### config.mk
export PLATFORM = sky130hd
export DESIGN_NAME = cdb_arbiter
export DESIGN_NICKNAME = d
export VERILOG_FILES = /design/src/rtl/cdb_arbiter.sv
export SDC_FILE = /design/constraint.sdc
export NUM_CORES = 1
export LEC_CHECK = 0
export CORE_AREA = 2 2 286 260
export DETAILED_ROUTE_END_ITERATION = 10
export DIE_AREA = 0 0 288 262
export RECOVER_POWER = 25
export SLEW_MARGIN = 20
export SYNTH_ARGS = -nofsm -noshare
export SYNTH_HDL_FRONTEND = slang
export SYNTH_SLANG_ARGS = --single-unit
### constraint.sdc
create_clock -name clk -period 5.4 [get_ports clk]
set_input_delay 1.35 -clock clk [delete_from_list [all_inputs] [get_ports clk]]
set_output_delay 1.35 -clock clk [all_outputs]
set_load 0.01 [all_outputs]
### src/rtl/cdb_arbiter.sv
// cdb_arbiter: per-source result FIFOs serialised onto one CDB broadcast by a round-robin grant
module cdb_arbiter #(
  parameter int N_SRC  = 3,
  parameter int DEPTH  = 4,
  parameter int TAG_W  = 5,
  parameter int DATA_W = 32
) (
  input  logic                    clk,
  input  logic                    rst,
  input  logic                    rdy,
  input  logic                    clear,
  input  logic [N_SRC-1:0]        src_valid,
  input  logic [N_SRC*TAG_W-1:0]  src_tag,
  input  logic [N_SRC*DATA_W-1:0] src_data,
  output logic [N_SRC-1:0]        src_ready,
  output logic [TAG_W-1:0]        cdb_tag,
  output logic [DATA_W-1:0]       cdb_data,
  output logic [1:0]              cdb_src,
  output logic                    busy
);
  localparam int AW = $clog2(DEPTH);
  logic [TAG_W-1:0]  tag_mem  [N_SRC][DEPTH];
  logic [DATA_W-1:0] data_mem [N_SRC][DEPTH];
  logic [AW-1:0]     rd_ptr   [N_SRC];
  logic [AW-1:0]     wr_ptr   [N_SRC];
  logic [AW:0]       count    [N_SRC];
  logic [1:0]        rr_ptr, gnt;
  logic              gnt_valid;
  logic [N_SRC-1:0]  push, pop;
  // accept when not full; tag 0 is accepted but never stored
  always_comb begin
    src_ready = '0;
    push = '0;
    busy = 1'b0;
    for (int i = 0; i < N_SRC; i++) begin
      src_ready[i] = count[i] < (AW+1)'(DEPTH);
      push[i] = src_valid[i] && src_ready[i] && src_tag[i*TAG_W +: TAG_W] != '0;
      busy = busy | (count[i] != '0);
    end
  end
  // scan from rr_ptr downward in offset so the smallest non-empty offset wins
  always_comb begin
    gnt = rr_ptr;
    gnt_valid = 1'b0;
    pop = '0;
    for (int k = N_SRC-1; k >= 0; k--)
      if (count[(int'(rr_ptr) + k) % N_SRC] != '0) begin
        gnt = 2'((int'(rr_ptr) + k) % N_SRC);
        gnt_valid = 1'b1;
      end
    if (gnt_valid) pop[gnt] = 1'b1;
  end
  // FIFO storage writes
  always_ff @(posedge clk)
    for (int i = 0; i < N_SRC; i++)
      if (!rst && !clear && rdy && push[i]) begin
        tag_mem[i][wr_ptr[i]]  <= src_tag[i*TAG_W +: TAG_W];
        data_mem[i][wr_ptr[i]] <= src_data[i*DATA_W +: DATA_W];
      end
  // pointers, counts, round-robin pointer and the registered broadcast
  always_ff @(posedge clk) begin
    if (rst || clear) begin
      for (int i = 0; i < N_SRC; i++) begin
        rd_ptr[i] <= '0;
        wr_ptr[i] <= '0;
        count[i]  <= '0;
      end
      rr_ptr   <= '0;
      cdb_tag  <= '0;
      cdb_data <= '0;
      cdb_src  <= '0;
    end else if (rdy) begin
      for (int i = 0; i < N_SRC; i++) begin
        wr_ptr[i] <= wr_ptr[i] + AW'(push[i]);
        rd_ptr[i] <= rd_ptr[i] + AW'(pop[i]);
        count[i]  <= count[i] + (AW+1)'(push[i]) - (AW+1)'(pop[i]);
      end
      cdb_tag <= gnt_valid ? tag_mem[gnt][rd_ptr[gnt]] : '0;
      if (gnt_valid) begin
        cdb_data <= data_mem[gnt][rd_ptr[gnt]];
        cdb_src  <= gnt;
        rr_ptr   <= gnt == 2'(N_SRC-1) ? 2'd0 : gnt + 2'd1;
      end
    end
  end
endmodule

==> metrics.log, run 1 <==
[metrics] area enclosed by the die boundary: 0.0755 sq mm
[metrics] standard cell area after detailed placement: 0.0230 sq mm
[metrics] signal arrival time at the worst endpoint: 4.84 ns
[metrics] max-slew violation count: 0
[metrics] Layout area overhead: 22.1%
[metrics] result of the run: completed
[metrics] Hold Violations, Final: 0
[metrics] Worst Hold Path EP: cdb_data[3]
[metrics] Switching Power: 3.96 mW
[metrics] wire length of the first global-routing pass: 78.7 mm
[metrics] I/O pins: 161
[metrics] final worst path period share: 80.8%
[metrics] logic gate share of total power: 31.0%
[metrics] count of cells resized by post-cts repair: 0
[metrics] setup repair after global routing missed its margin: false
[metrics] met3 Usage GRT: 4.21%
[metrics] reg-to-reg endpoint: cdb_data[19]
[metrics] launch instance of the worst min-delay path: cdb_data[3]
[metrics] Peak VDD IR: 0.000545 V
[metrics] net total in the final layout: 1571
[metrics] worst hold path depth: 2
[metrics] Via Count: 11700
[metrics] transition at the pin with the smallest max-transition slack: 0.931 ns
[metrics] Setup Viol. Count Final: 0
[metrics] Max-cap violations: 0
[metrics] Max Clock Freq: 0.229 GHz
[metrics] sequential group share of total power: 39.9%
[metrics] number of enable flip-flop cells after synthesis: 465
[metrics] relative slew slack: 37.9%
[metrics] WL/cell: 22.1 microns
[metrics] Syn Nets: 1398
[metrics] CTS tree: yes
[metrics] final std cell area, no fill: 0.0246 sq mm
[metrics] overflow left after global routing: 0
[metrics] detailed-placement wirelength estimate: 34.8 mm
[metrics] clock tree root buffer cell: clkbuf_16
[metrics] Critical Path Source Type: flop
[metrics] number of port buffers: 160
[metrics] Clock H-tree levels: 2
[metrics] maximum root-to-sink buffer count: 3
[metrics] count of filler cells inserted in the layout: 6933
[metrics] Initial Utilization: 27.8%
[metrics] max incr delay on CP: 0.76 ns
[metrics] PD cells: 470 mW/mm^2
[metrics] required time of the critical path: 5.88 ns
[metrics] met1 Use GR: 18.3%
[metrics] post-synthesis register bit count: 506
[metrics] initial antenna violation count: 27
[metrics] worst hold margin: 0.488 ns
[metrics] slack of the worst reg-to-reg path: 1.04 ns
[metrics] die boundary width: 288 microns
[metrics] number of placement rows: 94
[metrics] Final ANT Viol Nets: 0
[metrics] library cell with the largest summed area after synthesis: edfxtp_1
[metrics] top area cells in the synthesized netlist: edfxtp_1 (69%), mux2i_1 (8.0%), dfxtp_1 (4.1%)
[metrics] Reg2Reg Depth: 11
[metrics] clock sink count: 506
[metrics] drc violations: 0
[metrics] synthesized instance count: 1267
[metrics] Tot Pwr: 11.6 mW
[metrics] warning count from the yosys run: 0
[metrics] area used by sequential logic in the layout: 0.0148 sq mm
[metrics] CP Cell Sequence: inv_1, ha_1, mux2_2, a211oi_2, nand3b_1, a31o_4, mux2i_4, buf_4, a211o_2, a211oi_1, a211o_1
[metrics] count of TritonRoute iterations in the first routing pass: 5
[metrics] total negative slack for setup checks: 0 ns
[metrics] ys async rst share: 0%
[metrics] worst min-delay path class: flop to flop
[metrics] reported leakage power: 8.01 nW
[metrics] buffers inserted during post-CTS setup optimization: 0
[metrics] multi-input logic area: 0.00504 sq mm
[metrics] switching share of power: 34.3%
[metrics] clock slew at reported path FFs: 0.06 ns
[metrics] latest clock arrival within the worst-skew pair: 0.61 ns
[metrics] highest-utilization routing layer at the global route stage: met2
[metrics] Power Internal: 7.60 mW
[metrics] shortest clock period the worst path allows after layout: 4.36 ns
[metrics] slowest CP cell: a211o_2
[metrics] combined area of all synthesized cells: 0.0201 sq mm
[metrics] Initial DRC Count: 944
[metrics] pin count of the biggest net entering global routing: 57
[metrics] portion of total power attributed to the clock network: 29.1%
[metrics] Worst Clk Skew: 0.0272 ns
[metrics] area fraction of the dominant cell type after synthesis: 69.3%
[metrics] post-synth cell types: 57
[metrics] met2 GRT Util: 23.1%
[metrics] main flop type after synthesis: edfxtp_1
[metrics] overall fraction of global-route tracks in use: 14.2%
[metrics] weighted congestion at the end of routability-driven global placement: 0.816
[metrics] hold buffer count at CTS: 0
[metrics] worst-path maximum fanout: 49
[metrics] number of CTS-inserted buffers: 50
[metrics] sequential share of the synthesized area: 73.4%
[metrics] core area: 0.0724 sq mm
[metrics] die boundary height: 262 microns
[metrics] reg-to-reg critical path startpoint: rr_ptr[0]
[metrics] layout cell share with drive strength beyond 1: 11.3%
[metrics] post-detailed-route via-to-cell ratio: 4.77
[metrics] vias in the first global route: 12000
[metrics] type of the setup path with the least slack: flop to flop
[metrics] Crit. End Element: flop
[metrics] synthesized area per cell: 15.9 sq um
[metrics] final routed wirelength across all metal layers: 54.0 mm
==> synth_stat cells (4+ instances only) <==
library cell  count
buf_6             7
and3_1           11
nor3_1           15
a21oi_1          28
nand2_1          88
a31oi_1          19
inv_1            17
o221ai_1         25
o2111ai_1        26
dfxtp_1          41
nor2b_1          11
a211o_1          36
nor2_1           53
clkbuf_1         47
or3_1            10
buf_4             4
nand3_1          49
mux2i_1         161
ha_1             10
buf_2             7
mux2_2           26
xnor2_1          11
edfxtp_1        465
a2111oi_0         9
buf_1            10
xor2_1            6
a211oi_1          4
o21ai_0          23
==> how the worst max path moves through the flow <==
stage | endpoint | startpoint
5_1_grt | cdb_data[19] | rr_ptr[0]
4_1_cts | cdb_data[19] | rr_ptr[0]
3_5_place_dp | cdb_data[19] | rr_ptr[0]
6_report | cdb_data[19] | rr_ptr[0]
3_3_place_gp | cdb_data[19] | rr_ptr[0]
2_1_floorplan | data_mem[1][100] | src_tag[6]
==> metal layers <==
layer / vias up / part of all wire (%)
li1: 5305 / -
met1: 5815 / 43
met2: 398 / 47
met3: 111 / 8.0
met4: 30 / 2.2
met5: - / 0.31
==> stage by stage <==
step	worst slack (ns)	utilization [%]	instances
2_1_floorplan	0.351	-	1267
3_3_place_gp	1.24	31.7	2348
3_5_place_dp	1.11	31.7	2348
4_1_cts	1.11	33.9	2442
5_1_grt	0.779	33.9	2446
6_report	1.04	33.9	2446
==> logic make-up after synthesis <==
family | after synthesis | share of synthesized area, %
compound gates | 191 | 7.13
xor+xnor | 17 | 0.739
fa+ha+maj | 13 | 0.920
buf+inv | 92 | 2.09
flops | 506 | 73.4
mux | 192 | 9.80
simple gates | 256 | 5.90
==> power by group through the flow <==
| stage | registers [mW] | logic, mW | clock network (mW) |
|---|---|---|---|
| final | 4.62 | 3.58 | 3.36 |
| after global routing | 4.64 | 3.92 | 3.57 |
| after CTS | 4.62 | 3.63 | 3.42 |
| after detailed placement | 4.70 | 3.62 | 0 |
| after global placement | 4.70 | 3.56 | 0 |
| after floorplan | 4.68 | 2.31 | 0 |
==> area by class of cell <==
cell class | instances | area share (%)
Sequential cell | 506 | 60.1
Timing Repair Buffer | 196 | 7.76
Inverter | 17 | 0.260
Clock buffer | 60 | 5.32
Clock inverter | 34 | 1.11
Antenna cell | 4 | 0.0407
Tap cell | 960 | 4.88
Multi-Input combinational cell | 669 | 20.5
==> critical path, delay by kind of cell (launching register included) <==
kind / cells / cell delay, ns
fa+ha+maj: 1 / 0.35
compound gates: 5 / 2.08
mux: 2 / 0.72
simple gates: 1 / 0.21
buf+inv: 2 / 0.53
flops: 1 / 0.34
==> cell usage in the layout, fill, tap and decap left out, types with 6 or more instances in the layout <==
cell             instances
buf_4                   33
o2111ai_1               26
clkbuf_1                 8
o21ai_0                 23
a2111oi_0                9
ha_1                    10
xnor2_1                 11
nor3_2                   8
o221ai_1                25
edfxtp_1               465
inv_1                   17
clkbuf_16               50
nand3_1                 49
clkinv_2                11
nor3_1                   7
nand2_1                 87
a211o_1                 35
or3_1                    9
dfxtp_1                 41
mux2_2                  26
a31oi_1                 19
nor2_4                   6
nor2b_1                 11
clkinv_1                 9
dlygate4sd3_1           65
xor2_1                   6
clkinvlp_4               7
a21oi_1                 28
clkdlybuf4s50_1         95
mux2i_1                161
nor2_1                  47
and3_1                  10
==> sequential cells by signal, summed over array words and instances (netlist names) <==
name,count
data_mem,384
tag_mem,60
cdb_data,32
count,9
rd_ptr,6
wr_ptr,6
cdb_tag,5
cdb_src,2
rr_ptr,2
(Power assumes the default switching activity.)
==> run 2, diff against run 1 <==
- clock period: 5.4 -> 3.6 ns (I/O delays scaled with it)
==> run 2 against run 1 <==
  * Clock skew increased by 0.0014 ns
  * Fmax increased by 25%
  * Clock power increased by 59%
  * Combinational power increased by 64%
  * Utilization increased by 0.75 points
  * Via count increased by 2.5%
  * Critical path type unchanged
  * Largest power group unchanged
==> metrics.log, run 2 (synthesized netlist as in run 1, its figures left out) <==
[metrics] result of the run: completed
[metrics] Initial DRC Count: 835
[metrics] Power Internal: 12.0 mW
[metrics] relative slew slack: 34.9%
[metrics] net total in the final layout: 1610
[metrics] WL/cell: 22.6 microns
[metrics] weighted congestion at the end of routability-driven global placement: 0.834
[metrics] Via Count: 11900
[metrics] sequential group share of total power: 38.1%
[metrics] layout cell share with drive strength beyond 1: 13.6%
[metrics] max-slew violation count: 0
[metrics] latest clock arrival within the worst-skew pair: 0.61 ns
[metrics] CTS tree: yes
[metrics] Max Clock Freq: 0.286 GHz
[metrics] maximum root-to-sink buffer count: 3
[metrics] buffer and inverter count on the worst path: 1
[metrics] Clock H-tree levels: 2
[metrics] Largest register FFs: 384
[metrics] worst setup path startpoint: rr_ptr[0]
[metrics] Hold Violations, Final: 0
[metrics] post-route worst setup slack: 0.101 ns
[metrics] final routed wirelength across all metal layers: 56.3 mm
[metrics] shortest clock period the worst path allows after layout: 3.50 ns
[metrics] Crit. End Element: flop
[metrics] clock sink count: 506
[metrics] overall fraction of global-route tracks in use: 14.8%
[metrics] I/O pins: 161
[metrics] number of placement rows: 94
[metrics] number of port buffers: 160
[metrics] drc violations: 0
[metrics] CP Cell Sequence: inv_1, ha_1, or3_1, a211oi_4, o21ai_1, a31o_4, nand2b_1, or3_1, fa_1, xnor2_2, xnor2_1, nor2_1
[metrics] count of TritonRoute iterations in the first routing pass: 6
[metrics] area used by sequential logic in the layout: 0.0148 sq mm
[metrics] Setup Viol. Count Final: 0
[metrics] slowest CP cell: fa_1
[metrics] overflow left after global routing: 0
[metrics] total negative slack for setup checks: 0 ns
[metrics] portion of total power attributed to the clock network: 29.4%
[metrics] final worst path period share: 97.2%
[metrics] switching share of power: 33.9%
[metrics] worst-path maximum fanout: 6
[metrics] transition at the pin with the smallest max-transition slack: 0.975 ns
[metrics] pin count of the biggest net entering global routing: 57
[metrics] Peak VDD IR: 0.000711 V
[metrics] non-filler cells, final: 2488
[metrics] Tot Pwr: 18.1 mW
[metrics] wire length of the first global-routing pass: 81.8 mm
[metrics] Layout area overhead: 24.8%
[metrics] most common cell after layout, fill and taps aside: edfxtp_1
[metrics] clock tree root buffer cell: clkbuf_16
[metrics] worst min-delay path class: flop to flop
[metrics] Critical Path Source Type: flop
[metrics] max incr delay on CP: 0.45 ns
[metrics] initial antenna violation count: 22
[metrics] type of the setup path with the least slack: flop to flop
[metrics] cell occurring most often along the worst timing path: or3_1
[metrics] Max-cap violations: 0
[metrics] Initial Utilization: 27.8%
[metrics] die boundary width: 288 microns
[metrics] number of CTS-inserted buffers: 54
[metrics] commonest cells after routing, fill and taps aside: edfxtp_1 (465), mux2i_1 (161), clkdlybuf4s50_1 (93)
[metrics] core area: 0.0724 sq mm
[metrics] clock slew at reported path FFs: 0.06 ns
[metrics] reported leakage power: 8.30 nW
[metrics] reg-to-reg critical path startpoint: rr_ptr[0]
[metrics] detailed-placement wirelength estimate: 36.8 mm
[metrics] post-detailed-route via-to-cell ratio: 4.80
[metrics] cell family with the largest share of critical-path delay: simple AND/OR/NAND/NOR gates
[metrics] die boundary height: 262 microns
[metrics] vias in the first global route: 12200
[metrics] required time of the critical path: 3.95 ns
[metrics] signal arrival time at the worst endpoint: 3.85 ns
[metrics] setup repair after global routing missed its margin: false
[metrics] PD cells: 721 mW/mm^2
[metrics] DP Worst Slack: -0.0141 ns
[metrics] hold buffer count at CTS: 0
[metrics] Worst Clk Skew: 0.0286 ns
[metrics] Placed Instances: 2382
[metrics] area enclosed by the die boundary: 0.0755 sq mm
[metrics] launch instance of the worst min-delay path: cdb_tag[0]
[metrics] multi-input logic area: 0.00506 sq mm
[metrics] Final ANT Viol Nets: 0
[metrics] logic gate share of total power: 32.4%
[metrics] Switching Power: 6.15 mW
[metrics] count of filler cells inserted in the layout: 6954
==> run 2: cell count changes in the layout (fill, tap and decap cells not counted), sizes merged <==
cell and change:
clkinvlp -7, buf +35, clkinv -8, clkdlybuf4s50 -2, diode -1, bufinv -1
dlygate4sd3 +2, clkbuf +24
==> run 2: area by class of cell <==
type | count | area share, %
clock buffer | 84 | 6.14
timing repair buffer | 231 | 9.19
inverter | 17 | 0.254
multi-input combinational | 669 | 20.1
antenna | 3 | 0.0299
tap | 960 | 4.78
sequential | 506 | 58.8
clock inverter | 18 | 0.632
==> run 2: what timing repair did <==
item / in CTS / in global routing
endpoints found under the setup margin: 0 / 7
buffers inserted: 0 / 1
gates resized for setup: 0 / 10
==> run 2: metrics by stage <==
| step | hold WS, ns | util [%] | instance area [sq um] |
|---|---|---|---|
| detailed placement | 0.461 | 32.3 | 23400 |
| floorplan | 0.490 | - | 20100 |
| global placement | 0.450 | 32.3 | 23400 |
| global route | 0.507 | 34.7 | 25100 |
| finish | 0.492 | 34.7 | 25100 |
| CTS | 0.492 | 34.6 | 25100 |
==> run 2: power groups by stage <==
stage / sequential, mW / clock [mW] / combinational (mW)
2_1_floorplan: 7.02 / 0 / 3.47
3_3_place_gp: 7.03 / 0 / 5.73
3_5_place_dp: 7.04 / 0 / 5.84
4_1_cts: 6.92 / 5.44 / 5.87
5_1_grt: 6.95 / 5.68 / 6.37
6_report: 6.91 / 5.34 / 5.88
==> run 2: path summary, 6_finish.rpt <==
kind            endpoint  slack, ns  cells after the start
max          count[1][2]       0.10                     12
min           cdb_tag[0]       0.49                      2
max reg2reg  count[1][2]       0.10                     12
min reg2reg   cdb_tag[0]       0.49                      2
==> run 2: worst min-delay path, delay by kind of cell, from the launching register on <==
kind | cells | cell delay [ns]
DFF | 1 | 0.33
AOI/OAI and AO/OA | 1 | 0.06
and+or+nand+nor | 1 | 0.07
==> run 2: layer usage <==
| layer | GRT usage [%] | vias to the layer above | wire length, microns |
|---|---|---|---|
| met5 | 0 | - | 85 |
| met4 | 3.43 | 14 | 1050 |
| met3 | 3.33 | 82 | 3680 |
| met2 | 24.4 | 403 | 26700 |
| met1 | 19.9 | 6048 | 24700 |
| li1 | - | 5400 | - |
